File: src/rtl/tone_pkg.sv
// Shared constants and helpers for the multi-channel tone divider.
// Note half-periods assume a 50 MHz system clock.
package tone_pkg;

   localparam int unsigned DEFAULT_HALF = 1562;

   // Song-table half-periods: f_clk / (2 * f_note)
   localparam int unsigned NOTE_C4_HALF = 95556;
   localparam int unsigned NOTE_E4_HALF = 75843;
   localparam int unsigned NOTE_G4_HALF = 63776;
   localparam int unsigned NOTE_A4_HALF = 56818;
   localparam int unsigned NOTE_C5_HALF = 47778;

   function automatic int unsigned ch_width(input int unsigned n);
      return (n <= 1) ? 1 : $clog2(n);
   endfunction

endpackage

File: src/rtl/tone_div_ch.sv
// One divider channel: square wave at f_clk/(2*half) plus a tick on each rising edge.
// Half-period updates are held pending and land only at a toggle or while stopped.
module tone_div_ch
   import tone_pkg::*;
#(
   parameter int unsigned CNT_W        = 16,
   parameter int unsigned DEFAULT_HALF = tone_pkg::DEFAULT_HALF
) (
   input  logic             clk_i,
   input  logic             rst_ni,
   input  logic             en_i,
   input  logic             wr_i,
   input  logic [CNT_W-1:0] wr_half_i,
   output logic             wave_o,
   output logic             tick_o,
   output logic             pend_o
);

   logic [CNT_W-1:0] cnt_q, cnt_d;
   logic [CNT_W-1:0] half_q, half_d;
   logic [CNT_W-1:0] pending_q, pending_d;
   logic             pend_q, pend_d;
   logic             wave_q, wave_d;
   logic             tick_q, tick_d;
   logic             running;
   logic             wrap;

   always_comb begin
      running   = en_i && (half_q != '0);
      // half_q - 1 cannot wrap here because running implies half_q != 0
      wrap      = running && (cnt_q == (half_q - CNT_W'(1)));
      cnt_d     = cnt_q;
      half_d    = half_q;
      pending_d = pending_q;
      pend_d    = pend_q;
      wave_d    = wave_q;
      tick_d    = 1'b0;

      if (running) begin
         if (wrap) begin
            cnt_d  = '0;
            wave_d = ~wave_q;
            tick_d = ~wave_q;
         end else begin
            cnt_d = cnt_q + CNT_W'(1);
         end
      end else begin
         cnt_d  = '0;
         wave_d = 1'b0;
      end

      if (pend_q && (wrap || !running)) begin
         half_d = pending_q;
         pend_d = 1'b0;
      end

      // A write landing on a toggle stays pending for the next boundary
      if (wr_i) begin
         pending_d = wr_half_i;
         pend_d    = 1'b1;
      end
   end

   always_ff @(posedge clk_i) begin
      if (!rst_ni) begin
         cnt_q     <= '0;
         half_q    <= CNT_W'(DEFAULT_HALF);
         pending_q <= '0;
         pend_q    <= 1'b0;
         wave_q    <= 1'b0;
         tick_q    <= 1'b0;
      end else begin
         cnt_q     <= cnt_d;
         half_q    <= half_d;
         pending_q <= pending_d;
         pend_q    <= pend_d;
         wave_q    <= wave_d;
         tick_q    <= tick_d;
      end
   end

   assign wave_o = wave_q;
   assign tick_o = tick_q;
   assign pend_o = pend_q;

endmodule

File: src/rtl/tone_divider_multi.sv
// Multi-channel programmable tone divider: decodes the shared write bus into
// per-channel strobes and instantiates one tone_div_ch per channel.
module tone_divider_multi
   import tone_pkg::*;
#(
   parameter int unsigned NUM_CH       = 4,
   parameter int unsigned CNT_W        = 16,
   parameter int unsigned CH_W         = ch_width(NUM_CH),
   parameter int unsigned DEFAULT_HALF = tone_pkg::DEFAULT_HALF
) (
   input  logic              clk_i,
   input  logic              rst_ni,
   input  logic [NUM_CH-1:0] ch_en_i,
   input  logic              wr_en_i,
   input  logic [CH_W-1:0]   wr_ch_i,
   input  logic [CNT_W-1:0]  wr_half_i,
   output logic [NUM_CH-1:0] wave_o,
   output logic [NUM_CH-1:0] tick_o,
   output logic [NUM_CH-1:0] pend_o
);

   logic [NUM_CH-1:0] wr_sel;

   // Selects at or above NUM_CH match no channel and are dropped
   always_comb begin
      wr_sel = '0;
      for (int unsigned i = 0; i < NUM_CH; i++) begin
         if (wr_en_i && (wr_ch_i == CH_W'(i))) begin
            wr_sel[i] = 1'b1;
         end
      end
   end

   for (genvar g = 0; g < NUM_CH; g++) begin : g_ch
      tone_div_ch #(
         .CNT_W       (CNT_W),
         .DEFAULT_HALF(DEFAULT_HALF)
      ) u_ch (
         .clk_i    (clk_i),
         .rst_ni   (rst_ni),
         .en_i     (ch_en_i[g]),
         .wr_i     (wr_sel[g]),
         .wr_half_i(wr_half_i),
         .wave_o   (wave_o[g]),
         .tick_o   (tick_o[g]),
         .pend_o   (pend_o[g])
      );
   end

endmodule

File: config.mk
export PLATFORM = sky130hd
export DESIGN_NAME = tone_divider_multi
export DESIGN_NICKNAME = d
export VERILOG_FILES = /design/src/rtl/tone_pkg.sv /design/src/rtl/tone_div_ch.sv /design/src/rtl/tone_divider_multi.sv
export SDC_FILE = /design/constraint.sdc
export NUM_CORES = 1
export LEC_CHECK = 0
export ABC_AREA = 0
export CORE_MARGIN = 2
export CORE_UTILIZATION = 55
export DETAILED_ROUTE_END_ITERATION = 8
export PLACE_DENSITY_LB_ADDON = 0.3
export SYNTH_ARGS = -nofsm -noshare
export SYNTH_HDL_FRONTEND = slang
export SYNTH_HIERARCHICAL = 1
export SYNTH_SLANG_ARGS = --single-unit
File: constraint.sdc
create_clock -name clk_i -period 8.3 [get_ports clk_i]
set_clock_uncertainty 0.15 [all_clocks]
set_input_delay 1.66 -clock clk_i [delete_from_list [all_inputs] [get_ports clk_i]]
set_output_delay 1.66 -clock clk_i [all_outputs]
set_load 0.005 [all_outputs]
==> flow_summary.yaml <==
synth:
  synth_top_area_share_pct: 37.18
  ys_seq_elements: 204
  syn_avg_cell_area_sq_um: 9.245
  synth-edff-count: 0
  synthTopCellsByCount: "dfxtp_1 (204), nor2_1 (124), nor2b_1 (92)"
  ys_dominant_reg_cell: "dfxtp_1"
  synth_most_common_cell: "dfxtp_1"
  synth_nets: 1221
  synth_area_leaders: "dfxtp_1 (37%), mux2i_1 (6.6%), nor2b_1 (5.2%)"
  yosys.area.top_type: "dfxtp_1"
  ys_seq_area_share_pct: 37.18
  ys.warnings.count: 6
  syn_inst: 1188
  async_flop_share_pct: 0
  netlist-cell-type-count: 59
  synthesis.area_sq_um: 10980
sta:
  setup_slack_ps: 4559
  timing.final.crit_share_pct: 45.07
  fin_setup_tns_ps: 0
  period_minus_slack_ps: 3741
  slew_viol_final: 0
  max_slew_margin_pct: 20.87
  max_freq_mhz: 267.3
  whs_ps: 313.4
  rsz0062_at_grt: "no"
  worst_pin_slew_ps: 1179
  hold_violations: 0
  setup_viol: 0
global_routing:
  grt_antenna_before_repair: 0
  overflow: 0
  grt_pass1_vias: 7943
  grt_pass1_wl_microns: 38760
  grt_max_degree: 93
  grt_use_total_pct: 21.22
cells_and_area:
  register_area_sq_um: 4084
  finalNetCount: 1195
  areaGrowthSynthToFinish_pct: 9.501
  fillers: 1725
  multi_input_area_sq_um: 6400
  final_cells: 1443
  diodes: 0
  drive_gt1_share_pct: 11.38
clock_tree:
  cts_num_sinks: 204
  cts_tree: "yes"
  path_clk_slew_ps: 60
  clock_latency_ps: 510
  htree_levels: 1
  ctsResizeCount: 0
  cts-root-buf: "clkbuf_16"
  cts_hold_buf: 0
  cts_setup_buffers: 0
  clockBufferDepth: 3
  cts_inserted_buffers: 23
place:
  dpl.hpwl_microns: 16050
  portBuffers: 36
  place_inst: 1402
  gp_congestion: 0.8359
  place_ws_ps: 4572
setup_path:
  crit_fanout: 16
  crit_arrival_ps: 3980
  crit_type: "reg -> reg"
  critPathLaunchType: "register"
  cp.required_ps: 8540
  end_kind: "register"
route:
  routed_wl_microns: 23320
  wl_per_cell_microns: 16.16
  viasPerCell: 5.908
  antenna_left: 0
  drc: 0
  dr_total_vias: 8525
  dr.pass1.iters: 5
  drt_iter0_markers: 531
die:
  rows: 51
  start_util_pct: 56.25
  coreArea_sq_um: 19530
  pin_count: 37
  die_w_microns: 145.3
  dieArea_sq_um: 21120
  die_y_microns: 145.3
power:
  p_per_area_nw_per_um2: 181.2
  max-vdd-ir-drop_mv: 0.1652
  p_leak_nw: 4.296
flow_run:
  maxCapViolCount: 0
status:
  status: "finished, final reports clean"
hold_path:
  min_path_type: "reg -> reg"
-- critical path, stage by stage (launching register included) --
cell	delay (ps)
dfxtp_1	450
inv_1	110
ha_1	410
or4b_2	620
nor4_1	260
o21bai_1	150
a31oi_1	260
nor4b_2	380
o21ai_1	430
a32o_1	410
-- metal layers --
metal | vias to the layer above | track usage [%] | share of wire [%]
li1 | 4240 | - | -
met1 | 4063 | 30.59 | 49
met2 | 185 | 32.99 | 44
met3 | 37 | 3.553 | 4.5
met4 | 0 | 5.735 | 1.8
met5 | - | 0 | 0
-- path summary, 6_finish.rpt --
path	startpoint	to	slack, ps	depth (start not counted)
max	g_ch[0].u_ch/half_q[0]$_SDFFE_PN0P_	g_ch[0].u_ch/half_q[2]$_SDFFE_PN0P_	4560	9
min	g_ch[1].u_ch/pending_q[1]$_SDFFE_PN0P_	g_ch[1].u_ch/half_q[1]$_SDFFE_PN1P_	310	2
max reg2reg	g_ch[0].u_ch/half_q[0]$_SDFFE_PN0P_	g_ch[0].u_ch/half_q[2]$_SDFFE_PN0P_	4560	9
min reg2reg	g_ch[1].u_ch/pending_q[1]$_SDFFE_PN0P_	g_ch[1].u_ch/half_q[1]$_SDFFE_PN1P_	310	2
-- power by group --
group / total, mW / switching [mW] / internal [mW]
Clock: 1.06 / 0.405 / 0.651
Sequential: 1.01 / 0.0161 / 0.996
Combinational: 0.111 / 0.0596 / 0.0510
-- cell type report --
class	count	share of cell area (%)
multi-input cells	880	53.21
flip-flops and latches	204	33.96
clock buffers	28	5.108
repair buffers	37	3.038
well taps	265	2.757
clock inverters	13	1.425
inverters	16	0.4994
-- per-stage QoR --
step | total power [mW] | util, % | area (sq um)
2_1_floorplan | 1.106 | - | 10980
3_3_place_gp | 1.141 | 57.57 | 11240
3_5_place_dp | 1.143 | 57.57 | 11240
4_1_cts | 2.202 | 61.59 | 12030
5_1_grt | 2.255 | 61.59 | 12030
6_report | 2.179 | 61.59 | 12030
-- logic make-up after synthesis --
| group | Yosys count | share of synthesized area [%] |
|---|---|---|
| mux | 72 | 6.562 |
| flops | 204 | 37.18 |
| xor+xnor | 124 | 9.888 |
| compound gates | 184 | 14.40 |
| fa+ha+maj | 8 | 0.9114 |
| simple gates | 492 | 26.45 |
| buf+inv | 104 | 4.602 |
-- state kept, by name, indices dropped and copies added, names as in the netlist --
signal               flops
g_ch.u_ch/tick_o         4
g_ch.u_ch/pending_q     64
g_ch.u_ch/wave_o         4
g_ch.u_ch/half_q        64
g_ch.u_ch/cnt_q         64
g_ch.u_ch/pend_o         4
-- cell usage in the layout, fill, tap and decap left out, types with 12 or more instances in the layout --
master           count
dfxtp_1            204
nor2_1             124
nor2b_1             92
mux2i_1             72
xnor2_1             64
xor2_1              60
nand2_1             44
nand3_1             36
a32o_2              36
clkdlybuf4s50_1     35
nor3_1              24
clkbuf_16           23
nand4_1             20
and3_1              20
a2bb2oi_1           20
inv_1               16
or3_1               16
a31oi_1             16
nor3b_1             12
nand4b_1            12
a21oi_1             12
a211oi_1            12
nor4_1              12
(Power assumes the default switching activity.)
